File: config.mk
export PLATFORM = sky130hd
export DESIGN_NAME = keypad_scanner
export DESIGN_NICKNAME = d
export VERILOG_FILES = /design/src/rtl/keypad_pkg.sv /design/src/rtl/keypad_scanner_sync_2ff.sv /design/src/rtl/keypad_scanner.sv
export SDC_FILE = /design/constraint.sdc
export NUM_CORES = 1
export LEC_CHECK = 0
export BUFFER_PORTS_ARGS = -buffer_cell sky130_fd_sc_hd__buf_2
export CORE_ASPECT_RATIO = 0.6
export CORE_MARGIN = 4
export CORE_UTILIZATION = 49
export DETAILED_ROUTE_END_ITERATION = 16
export MAX_ROUTING_LAYER = met4
export PLACE_DENSITY = 0.68
export SYNTH_ARGS = -nofsm -noshare
export SYNTH_HDL_FRONTEND = slang
export SYNTH_SLANG_ARGS = --single-unit
File: constraint.sdc
create_clock -name clk -period 2.25 [get_ports clk]
set_input_delay 0.225 -clock clk [delete_from_list [all_inputs] [get_ports clk]]
set_output_delay 0.225 -clock clk [all_outputs]
set_load 0.1 [all_outputs]
File: src/rtl/keypad_pkg.sv
// Shared constants and decode helpers for the 4x3 keypad scanner.
// Key codes, FSM state encodings and the row/column to key-code map.
package keypad_pkg;

    localparam logic [3:0] KEY_STAR = 4'hA;
    localparam logic [3:0] KEY_HASH = 4'hB;
    localparam logic [3:0] KEY_NONE = 4'hF;

    localparam logic [1:0] ST_SCAN     = 2'd0;
    localparam logic [1:0] ST_DEBOUNCE = 2'd1;
    localparam logic [1:0] ST_PRESSED  = 2'd2;
    localparam logic [1:0] ST_RELEASE  = 2'd3;

    // Map (row, col) to a key code: r0 1 2 3 | r1 4 5 6 | r2 7 8 9 | r3 * 0 #
    function automatic logic [3:0] key_map(input logic [1:0] row, input logic [1:0] col);
        logic [3:0] code_s;
        code_s = KEY_NONE;
        if (col == 2'd3) begin
            code_s = KEY_NONE;
        end else begin
            case (row)
                2'd0:    code_s = 4'd1 + {2'b00, col};
                2'd1:    code_s = 4'd4 + {2'b00, col};
                2'd2:    code_s = 4'd7 + {2'b00, col};
                2'd3: begin
                    case (col)
                        2'd0:    code_s = KEY_STAR;
                        2'd1:    code_s = 4'd0;
                        2'd2:    code_s = KEY_HASH;
                        default: code_s = KEY_NONE;
                    endcase
                end
                default: code_s = KEY_NONE;
            endcase
        end
        return code_s;
    endfunction

    function automatic logic one_low(input logic [2:0] col);
        logic hit_s;
        case (col)
            3'b110, 3'b101, 3'b011: hit_s = 1'b1;
            default:                hit_s = 1'b0;
        endcase
        return hit_s;
    endfunction

    function automatic logic [1:0] low_index(input logic [2:0] col);
        logic [1:0] idx_s;
        case (col)
            3'b110:  idx_s = 2'd0;
            3'b101:  idx_s = 2'd1;
            3'b011:  idx_s = 2'd2;
            default: idx_s = 2'd0;
        endcase
        return idx_s;
    endfunction

    function automatic logic [1:0] row_index(input logic [3:0] row_n);
        logic [1:0] idx_s;
        case (row_n)
            4'b1110: idx_s = 2'd0;
            4'b1101: idx_s = 2'd1;
            4'b1011: idx_s = 2'd2;
            4'b0111: idx_s = 2'd3;
            default: idx_s = 2'd0;
        endcase
        return idx_s;
    endfunction

endpackage

File: src/rtl/keypad_scanner_sync_2ff.sv
// Two-flop synchronizer for asynchronous inputs; resets to all ones so
// pulled-up lines read as idle while reset is applied.
module sync_2ff #(
    parameter int WIDTH = 1
) (
    input  logic             clk,
    input  logic             reset,
    input  logic [WIDTH-1:0] d,
    output logic [WIDTH-1:0] q
);

    logic [WIDTH-1:0] meta_r;
    logic [WIDTH-1:0] sync_r;

    // Two-stage capture of the asynchronous input
    always_ff @(posedge clk or posedge reset) begin
        if (reset) begin
            meta_r <= {WIDTH{1'b1}};
            sync_r <= {WIDTH{1'b1}};
        end else begin
            meta_r <= d;
            sync_r <= meta_r;
        end
    end

    assign q = sync_r;

endmodule

File: src/rtl/keypad_scanner.sv
// 4x3 matrix keypad scanner with press/release debounce; emits one key code
// and a single-cycle key_valid strobe per physical press.
module keypad_scanner
    import keypad_pkg::*;
#(
    parameter int SCAN_DIV     = 4,
    parameter int DEBOUNCE_CNT = 8
) (
    input  logic       clk,
    input  logic       reset,
    output logic [3:0] row_n,
    input  logic [2:0] col_n,
    output logic [3:0] key_code,
    output logic       key_valid,
    output logic       key_held
);

    localparam int STEP_W = (SCAN_DIV > 1) ? $clog2(SCAN_DIV) : 1;
    localparam int DEB_W  = $clog2(DEBOUNCE_CNT + 1);

    localparam logic [STEP_W-1:0] STEP_ZERO = {STEP_W{1'b0}};
    localparam logic [STEP_W-1:0] STEP_ONE  = STEP_W'(1);
    localparam logic [STEP_W-1:0] STEP_LAST = STEP_W'(SCAN_DIV - 1);
    localparam logic [DEB_W-1:0]  CNT_ZERO  = {DEB_W{1'b0}};
    localparam logic [DEB_W-1:0]  CNT_ONE   = DEB_W'(1);
    localparam logic [DEB_W-1:0]  CNT_LAST  = DEB_W'(DEBOUNCE_CNT - 1);
    localparam logic [DEB_W-1:0]  CNT_DONE  = DEB_W'(DEBOUNCE_CNT);

    logic [2:0]        col_s;
    logic [2:0]        lat_pat_s;
    logic              lat_high_s;

    logic [1:0]        state_r,    state_s;
    logic [3:0]        row_n_r,    row_n_s;
    logic [STEP_W-1:0] step_cnt_r, step_cnt_s;
    logic [DEB_W-1:0]  deb_cnt_r,  deb_cnt_s;
    logic [DEB_W-1:0]  rel_cnt_r,  rel_cnt_s;
    logic [1:0]        lat_row_r,  lat_row_s;
    logic [1:0]        lat_col_r,  lat_col_s;
    logic [3:0]        key_code_r, key_code_s;
    logic              key_valid_r, key_valid_s;
    logic              key_held_r,  key_held_s;

    sync_2ff #(.WIDTH(3)) u_col_sync (
        .clk   (clk),
        .reset (reset),
        .d     (col_n),
        .q     (col_s)
    );

    assign lat_pat_s  = ~(3'b001 << lat_col_r);
    assign lat_high_s = col_s[lat_col_r];

    // Next-state logic: scan rows, debounce a single-column press, track release
    always_comb begin
        state_s     = state_r;
        row_n_s     = row_n_r;
        step_cnt_s  = step_cnt_r;
        deb_cnt_s   = deb_cnt_r;
        rel_cnt_s   = rel_cnt_r;
        lat_row_s   = lat_row_r;
        lat_col_s   = lat_col_r;
        key_code_s  = key_code_r;
        key_valid_s = 1'b0;
        key_held_s  = key_held_r;
        case (state_r)
            ST_SCAN: begin
                if (step_cnt_r == STEP_LAST) begin
                    step_cnt_s = STEP_ZERO;
                    // Two or more lows on one row is a ghost and is skipped like an idle row
                    if (one_low(col_s)) begin
                        lat_row_s = row_index(row_n_r);
                        lat_col_s = low_index(col_s);
                        deb_cnt_s = CNT_ONE;
                        state_s   = ST_DEBOUNCE;
                    end else begin
                        row_n_s = {row_n_r[2:0], row_n_r[3]};
                    end
                end else begin
                    step_cnt_s = step_cnt_r + STEP_ONE;
                end
            end
            ST_DEBOUNCE: begin
                if (col_s == lat_pat_s) begin
                    if (deb_cnt_r >= CNT_LAST) begin
                        deb_cnt_s   = CNT_DONE;
                        key_code_s  = key_map(lat_row_r, lat_col_r);
                        key_valid_s = 1'b1;
                        key_held_s  = 1'b1;
                        state_s     = ST_PRESSED;
                    end else begin
                        deb_cnt_s = deb_cnt_r + CNT_ONE;
                    end
                end else begin
                    deb_cnt_s  = CNT_ZERO;
                    step_cnt_s = STEP_ZERO;
                    state_s    = ST_SCAN;
                end
            end
            ST_PRESSED: begin
                if (lat_high_s) begin
                    rel_cnt_s = CNT_ONE;
                    state_s   = ST_RELEASE;
                end else begin
                    rel_cnt_s = CNT_ZERO;
                end
            end
            ST_RELEASE: begin
                if (!lat_high_s) begin
                    rel_cnt_s = CNT_ZERO;
                    state_s   = ST_PRESSED;
                end else if (rel_cnt_r >= CNT_LAST) begin
                    rel_cnt_s  = CNT_ZERO;
                    deb_cnt_s  = CNT_ZERO;
                    key_held_s = 1'b0;
                    row_n_s    = {row_n_r[2:0], row_n_r[3]};
                    step_cnt_s = STEP_ZERO;
                    state_s    = ST_SCAN;
                end else begin
                    rel_cnt_s = rel_cnt_r + CNT_ONE;
                end
            end
            default: begin
                state_s = ST_SCAN;
            end
        endcase
    end

    // State and output registers
    always_ff @(posedge clk or posedge reset) begin
        if (reset) begin
            state_r     <= ST_SCAN;
            row_n_r     <= 4'b1110;
            step_cnt_r  <= STEP_ZERO;
            deb_cnt_r   <= CNT_ZERO;
            rel_cnt_r   <= CNT_ZERO;
            lat_row_r   <= 2'd0;
            lat_col_r   <= 2'd0;
            key_code_r  <= KEY_NONE;
            key_valid_r <= 1'b0;
            key_held_r  <= 1'b0;
        end else begin
            state_r     <= state_s;
            row_n_r     <= row_n_s;
            step_cnt_r  <= step_cnt_s;
            deb_cnt_r   <= deb_cnt_s;
            rel_cnt_r   <= rel_cnt_s;
            lat_row_r   <= lat_row_s;
            lat_col_r   <= lat_col_s;
            key_code_r  <= key_code_s;
            key_valid_r <= key_valid_s;
            key_held_r  <= key_held_s;
        end
    end

    assign row_n     = row_n_r;
    assign key_code  = key_code_r;
    assign key_valid = key_valid_r;
    assign key_held  = key_held_r;

endmodule
==> results of run 1 <==
[worst reg2reg max path: cells and delay by family (launching register included)]
| family | cells | cell delay, ps |
|---|---|---|
| XOR/XNOR | 1 | 180 |
| adder cells (fa/ha/maj) | 1 | 240 |
| buffers and inverters | 1 | 120 |
| flip-flops | 1 | 480 |
| multiplexers | 1 | 330 |
| AND/OR/NAND/NOR | 3 | 600 |
[through the flow]
| stage | power (mW) | worst slack (ps) | instance area [um2] |
|---|---|---|---|
| 2_1_floorplan | 1.822 | 312.6 | 1720 |
| 3_3_place_gp | 2.010 | 168.7 | 1868 |
| 3_5_place_dp | 2.050 | 94.60 | 1868 |
| 4_1_cts | 2.525 | 85.37 | 1966 |
| 5_1_grt | 2.681 | 10.04 | 1967 |
| 6_report | 2.510 | 183.9 | 1967 |
[per-layer routing]
metal	wire, um	up-vias	track usage, %
li1	-	611	-
met5	0	-	-
met3	185	4	5.046
met4	24	0	7.895
met1	1668	579	22.04
met2	1394	25	24.81
[power by group through the flow]
stage          logic (mW)  registers (mW)  clock network (mW)
3_5_place_dp         1.19           0.861                   0
2_1_floorplan       0.643            1.18                   0
4_1_cts              1.20           0.852               0.477
6_report             1.19           0.853               0.467
5_1_grt              1.30           0.872               0.505
3_3_place_gp         1.16           0.849                   0
[cells in the final DEF (no fill, tap or decap), drive strengths merged, types with 2 or more instances in the layout]
cell	count
nand2	13
nor3b	4
nand3	3
inv	11
a31oi	2
clkbuf	6
ha	12
o21ai	9
nor2	14
buf	20
dfrtp	19
mux2i	4
xor2	7
a21oi	17
clkinvlp	2
dfstp	13
nand2b	3
mux2	9
a311oi	2
nand4	4
[flip-flops by register name (all words and copies together) (netlist names)]
register / flops
key_valid: 1
key_held: 1
rel_cnt_r: 4
state_r: 2
row_n: 4
lat_row_r: 2
step_cnt_r: 2
lat_col_r: 2
deb_cnt_r: 4
key_code: 4
u_col_sync.meta_r: 3
u_col_sync.q: 3
[worst min path at each step]
stage / from / end / slack, ps / cells after the start
finish: reset / deb_cnt_r[0]$_DFFE_PP0P_ / 20 / 3
global route: col_n[1] / u_col_sync.meta_r[1]$_DFF_PP1_ / 20 / 1
CTS: reset / row_n[0]$_DFFE_PP0P_ / 30 / 3
detailed placement: reset / deb_cnt_r[0]$_DFFE_PP0P_ / 330 / 3
global placement: reset / deb_cnt_r[0]$_DFFE_PP0P_ / 310 / 3
floorplan: col_n[0] / u_col_sync.meta_r[0]$_DFF_PP1_ / 230 / 0
[kinds of logic after synthesis]
group	count (synthesis)	synth area share, %
muxes	13	8.946
adders and majority gates	12	8.727
DFF	32	47.49
and+or+nand+nor	47	14.76
xor gates and xnor gates	7	3.564
AOI/OAI and AO/OA	35	12.73
buffers and inverters	16	3.782
[area by class of cell]
class | instances | area [um2] | share of cell area, %
clock buffer | 6 | 82.58 | 4.198
clock inverter | 2 | 15.01 | 0.7634
inverter | 11 | 41.29 | 2.099
multi-input combinational | 114 | 838.3 | 42.62
sequential | 32 | 818.3 | 41.60
tap | 45 | 56.30 | 2.863
timing repair buffer | 20 | 115.1 | 5.852
==> impl_metrics.env, run 1 <==
export IMPL_switching_share_pct=44.42
export IMPL_worst_skew_ps=8.709
export IMPL_setup_repair_after_global_routing_missed_its_margin="no"
export IMPL_cts_tree="built"
export IMPL_setup_viol=0
export IMPL_most_frequent_cell_after_synthesis="sky130_fd_sc_hd__dfrtp_1"
export IMPL_share_seq_of_total_power_pct=34.0
export IMPL_vdd_ir_drop_worst_mv=0.6944
export IMPL_crit_path_max_incr_delay_ps=480
export IMPL_place_gp_congestion=0.8193
export IMPL_crit_chain="inv_1 > ha_1 > xor2_1 > nand4_1 > nand2b_1 > nand4_2 > mux2_1"
export IMPL_final_period_utilization_pct=91.83
export IMPL_initial_utilization_pct=52.08
export IMPL_drt_antenna_violating_nets=0
export IMPL_grt_max_degree=33
export IMPL_synth_edf_count=0
export IMPL_count_of_cell_types_in_the_netlist=36
export IMPL_synth_top_cell_area_share_pct=27.64
export IMPL_number_of_buffers_added_to_fix_hold_violations_after_cts=0
export IMPL_globalRouteOverflowTotal=0
export IMPL_design_portCount=15
export IMPL_max_cap_violations=0
export IMPL_diodes=0
export IMPL_final_setup_tns_ps=0
export IMPL_grt_pass1_wl_mm=5.651
export IMPL_synth_area_leader_cell="sky130_fd_sc_hd__dfrtp_1"
export IMPL_outcome="finished, final reports clean"
export IMPL_place_detailed_instances=222
export IMPL_p_leak_nw=0.8980
export IMPL_synth_seq_cells=32
export IMPL_max_clock_freq_mhz=484.0
export IMPL_timing_critical_path_buf_inv=1
export IMPL_max_clock_path_buffers=2
export IMPL_cp_launch_type="flop"
export IMPL_timing_critical_path_max_delay_family="simple AND/OR/NAND/NOR gates"
export IMPL_netlist_area_um2=1720
export IMPL_timing_critical_path_depth=7
export IMPL_floorplan_rows=16
export IMPL_cts_buffers=5
export IMPL_holdCritPathClass="input port to async pin"
export IMPL_termination_of_the_worst_setup_path="state_r[1]$_DFFE_PP0P_"
export IMPL_pwr_share_comb_pct=47.4
export IMPL_hpwl_mm=2.418
export IMPL_route_vias_total=1219
export IMPL_finish_utilization_pct=59.55
export IMPL_area_growth_pct=14.33
export IMPL_worst_r2r_cell_count=7
export IMPL_core_area_um2=3303
export IMPL_drt_pass1_iterations=4
export IMPL_final_hold_viol_count=0
export IMPL_tightestPinTransition_ps=487.8
export IMPL_layoutNonFillerInstCount=230
export IMPL_worst_slew_margin_pct=67.48
export IMPL_critPathKind="flop to flop"
export IMPL_p_sw_mw=1.115
export IMPL_post_cts_setup_buffer_count=0
export IMPL_drt_initial_drc_count=57
export IMPL_critical_register_to_register_path_endpoint="state_r[1]$_DFFE_PP0P_"
export IMPL_p_int_mw=1.395
export IMPL_via_count_of_the_first_global_routing_pass=1222
export IMPL_final_min_clock_period_ps=2066
export IMPL_power_frac_clock_pct=18.6
export IMPL_cts_root_buf="sky130_fd_sc_hd__clkbuf_8"
export IMPL_crit_path_end_kind="flop"
export IMPL_cts_clk_slew_worst_paths_ps=70
export IMPL_synth_area_leaders="sky130_fd_sc_hd__dfrtp_1 28%, sky130_fd_sc_hd__dfstp_2 20%, sky130_fd_sc_hd__ha_1 8.7%, sky130_fd_sc_hd__mux2_2 5.2%, sky130_fd_sc_hd__a21oi_1 4.9%"
export IMPL_routed_via_density=5.300
export IMPL_syn_nets=179
export IMPL_worst_endpoint_arrival_ps=2230
export IMPL_route_detailed_wl_per_inst_um=14.23
export IMPL_yosys_most_used_dff="sky130_fd_sc_hd__dfrtp_1"
export IMPL_cts_htree_levels=2
export IMPL_fin_nets=201
export IMPL_drive_above_1_share_pct=30.27
export IMPL_path_max_fanout=6
export IMPL_synth_yosys_warnings=0
export IMPL_fillers=286
export IMPL_globalRouteTotalUtil_pct=17.01
export IMPL_slew_violations=0
export IMPL_floorplan_die_width_um=84.50
export IMPL_wl_mm=3.273
export IMPL_crit_reg2reg_launch="lat_col_r[0]$_DFFE_PP0P_"
export IMPL_regToRegSetupSlack_ps=180
export IMPL_ys_top_cells_by_count="19 x sky130_fd_sc_hd__dfrtp_1, 17 x sky130_fd_sc_hd__a21oi_1, 14 x sky130_fd_sc_hd__nor2_1"
export IMPL_postCtsResizedCells=0
export IMPL_power_density_nw_per_um2=1276
export IMPL_portBuffers=14
export IMPL_avgSynthCellArea_um2=10.62
export IMPL_die_area_um2=4554
export IMPL_cp_slowest_cell="sky130_fd_sc_hd__dfrtp_2"
export IMPL_crit_required_ps=2420
export IMPL_holdWs_ps=16.35
export IMPL_clock_sinks=32
export IMPL_drt_drc_violations_left=0
export IMPL_fp_dieH_um=53.90
export IMPL_number_of_antenna_violations_at_the_first_check_in_global_routing=0
export IMPL_clock_latency_on_the_worst_skew_pair_ps=280
export IMPL_synth_sequential_area_ratio_pct=47.49
export IMPL_crit_start="lat_col_r[0]$_DFFE_PP0P_"
export IMPL_synth_cells=162
export IMPL_asyncSetResetFlopFracSynth_pct=100.0
Power figures use the tool's default switching activity.
==> run 2, diff against run 1 <==
--- a/config.mk
+++ b/config.mk
@@ -6,12 +6,14 @@
 export NUM_CORES = 1
 export LEC_CHECK = 0
 export BUFFER_PORTS_ARGS = -buffer_cell sky130_fd_sc_hd__buf_2
+export CELL_PAD_IN_SITES_DETAIL_PLACEMENT = 1
+export CELL_PAD_IN_SITES_GLOBAL_PLACEMENT = 1
 export CORE_ASPECT_RATIO = 0.6
 export CORE_MARGIN = 4
-export CORE_UTILIZATION = 49
+export CORE_UTILIZATION = 46
 export DETAILED_ROUTE_END_ITERATION = 16
 export MAX_ROUTING_LAYER = met4
-export PLACE_DENSITY = 0.68
+export PLACE_DENSITY_LB_ADDON = 0.1
 export SYNTH_ARGS = -nofsm -noshare
 export SYNTH_HDL_FRONTEND = slang
 export SYNTH_SLANG_ARGS = --single-unit
==> run 2 against run 1 <==
- sequential share of layout area about the same
- utilization shrank 2.1 points
- fmax shrank 1.5%
- critical path depth shrank 2
- total power rose by 4.9%
- clock skew fell by 6.3 ps
- critical path type unchanged
==> impl_metrics.env, run 2 (same netlist as run 1, synthesis figures left out) <==
export IMPL_p_leak_nw=0.8999
export IMPL_finish_utilization_pct=57.42
export IMPL_hpwl_mm=2.923
export IMPL_cts_clk_slew_worst_paths_ps=70
export IMPL_drive_above_1_share_pct=29.51
export IMPL_number_of_buffers_added_to_fix_hold_violations_after_cts=0
export IMPL_globalRouteOverflowTotal=0
export IMPL_tightestPinTransition_ps=486.8
export IMPL_via_count_of_the_first_global_routing_pass=1347
export IMPL_postCtsResizedCells=0
export IMPL_drt_initial_drc_count=35
export IMPL_design_portCount=15
export IMPL_routed_via_density=5.482
export IMPL_floorplan_die_width_um=86.95
export IMPL_diodes=0
export IMPL_max_clock_freq_mhz=476.7
export IMPL_crit_path_end_kind="flop"
export IMPL_critical_register_to_register_path_endpoint="state_r[1]$_DFFE_PP0P_"
export IMPL_cts_tree="built"
export IMPL_crit_start="u_col_sync.q[2]$_DFF_PP1_"
export IMPL_final_min_clock_period_ps=2098
export IMPL_wl_mm=3.978
export IMPL_setup_viol=0
export IMPL_clock_latency_on_the_worst_skew_pair_ps=290
export IMPL_floorplan_rows=16
export IMPL_drt_pass1_iterations=4
export IMPL_worst_r2r_cell_count=5
export IMPL_post_cts_setup_buffer_count=0
export IMPL_fp_dieH_um=55.37
export IMPL_regToRegSetupSlack_ps=150
export IMPL_cts_buffers=5
export IMPL_core_area_um2=3423
export IMPL_initial_utilization_pct=50.26
export IMPL_power_density_nw_per_um2=1339
export IMPL_cts_htree_levels=2
export IMPL_crit_required_ps=2420
export IMPL_number_of_antenna_violations_at_the_first_check_in_global_routing=0
export IMPL_cp_launch_type="flop"
export IMPL_worst_endpoint_arrival_ps=2270
export IMPL_layoutNonFillerInstCount=228
export IMPL_portBuffers=14
export IMPL_drt_antenna_violating_nets=0
export IMPL_max_cap_violations=0
export IMPL_outcome="finished, final reports clean"
export IMPL_final_period_utilization_pct=93.24
export IMPL_setup_repair_after_global_routing_missed_its_margin="no"
export IMPL_crit_reg2reg_launch="u_col_sync.q[2]$_DFF_PP1_"
export IMPL_final_cell_mix="18 x sky130_fd_sc_hd__dfrtp_1, 17 x sky130_fd_sc_hd__a21oi_1, 14 x sky130_fd_sc_hd__nor2_1, 14 x sky130_fd_sc_hd__buf_2"
export IMPL_holdCritPathClass="input port to async pin"
export IMPL_max_clock_path_buffers=2
export IMPL_route_detailed_wl_per_inst_um=17.45
export IMPL_slew_violations=0
export IMPL_grt_max_degree=33
export IMPL_clock_sinks=32
export IMPL_fin_nets=199
export IMPL_place_gp_congestion=0.7876
export IMPL_final_setup_tns_ps=0
export IMPL_area_growth_pct=14.25
export IMPL_die_area_um2=4814
export IMPL_drt_drc_violations_left=0
export IMPL_worst_skew_ps=2.407
export IMPL_critPathKind="flop to flop"
export IMPL_layout_commonest_cell="sky130_fd_sc_hd__dfrtp_1"
export IMPL_total_power_mw=2.633
export IMPL_grt_pass1_wl_mm=6.920
export IMPL_worst_slew_margin_pct=67.20
export IMPL_globalRouteTotalUtil_pct=19.34
export IMPL_route_vias_total=1250
export IMPL_cts_root_buf="sky130_fd_sc_hd__clkbuf_8"
export IMPL_place_detailed_instances=220
export IMPL_path_max_fanout=7
export IMPL_final_hold_viol_count=0
export IMPL_vdd_ir_drop_worst_mv=0.7508
==> run 2: changes by cell type in the layout (fill, tap and decap cells not counted) <==
cell	delta
sky130_fd_sc_hd__buf_4	-2
sky130_fd_sc_hd__bufinv_16	+1
sky130_fd_sc_hd__clkinvlp_4	-1
sky130_fd_sc_hd__clkbuf_8	-1
sky130_fd_sc_hd__clkinv_2	+1
==> run 2: final cells by class <==
cell class              count  area [um2]
fillers                   379        1458
multi-input cells         114       838.3
flip-flops and latches     32       818.3
repair buffers             18       100.1
clock buffers               5       68.82
well taps                  45       56.30
clock inverters             3       42.54
inverters                  11       41.29
==> run 2: worst max-delay path by stage <==
stage / to / slack [ps] / cells past startpoint
2_1_floorplan: state_r[1]$_DFFE_PP0P_ / 310 / 6
3_3_place_gp: state_r[1]$_DFFE_PP0P_ / 190 / 7
3_5_place_dp: state_r[1]$_DFFE_PP0P_ / 140 / 7
4_1_cts: state_r[1]$_DFFE_PP0P_ / 100 / 7
5_1_grt: state_r[1]$_DFFE_PP0P_ / 30 / 7
6_report: state_r[1]$_DFFE_PP0P_ / 150 / 5
==> run 2: per-stage QoR <==
step	hold WS (ps)	area [um2]	worst slack (ps)
floorplan	229.5	1720	312.6
finish	10.06	1966	152.1
global placement	316.4	1853	194.5
CTS	20.21	1964	97.40
global route	10.00	1966	33.80
detailed placement	331.8	1853	137.7
==> run 2: worst max-delay path, stage by stage, from the launching register on <==
cell and delay, ps:
sky130_fd_sc_hd__dfstp_2 590, sky130_fd_sc_hd__mux2_2 190, sky130_fd_sc_hd__mux2i_4 90, sky130_fd_sc_hd__or4b_1 620, sky130_fd_sc_hd__nand4_2 170, sky130_fd_sc_hd__mux2_1 330
==> run 2: power by group <==
group / total (mW) / internal, mW / switching, mW
logic: 1.22 / 0.399 / 0.824
clock network: 0.557 / 0.327 / 0.229
registers: 0.853 / 0.742 / 0.112
total: 2.63 / 1.47 / 1.16
==> run 2: routing by layer <==
layer / track usage [%] / wire length (um) / vias up
met5: - / 0 / -
li1: - / - / 609
met1: 27.07 / 2107 / 615
met2: 27.03 / 1712 / 19
met4: 6.444 / 43 / 0
met3: 5.052 / 115 / 7
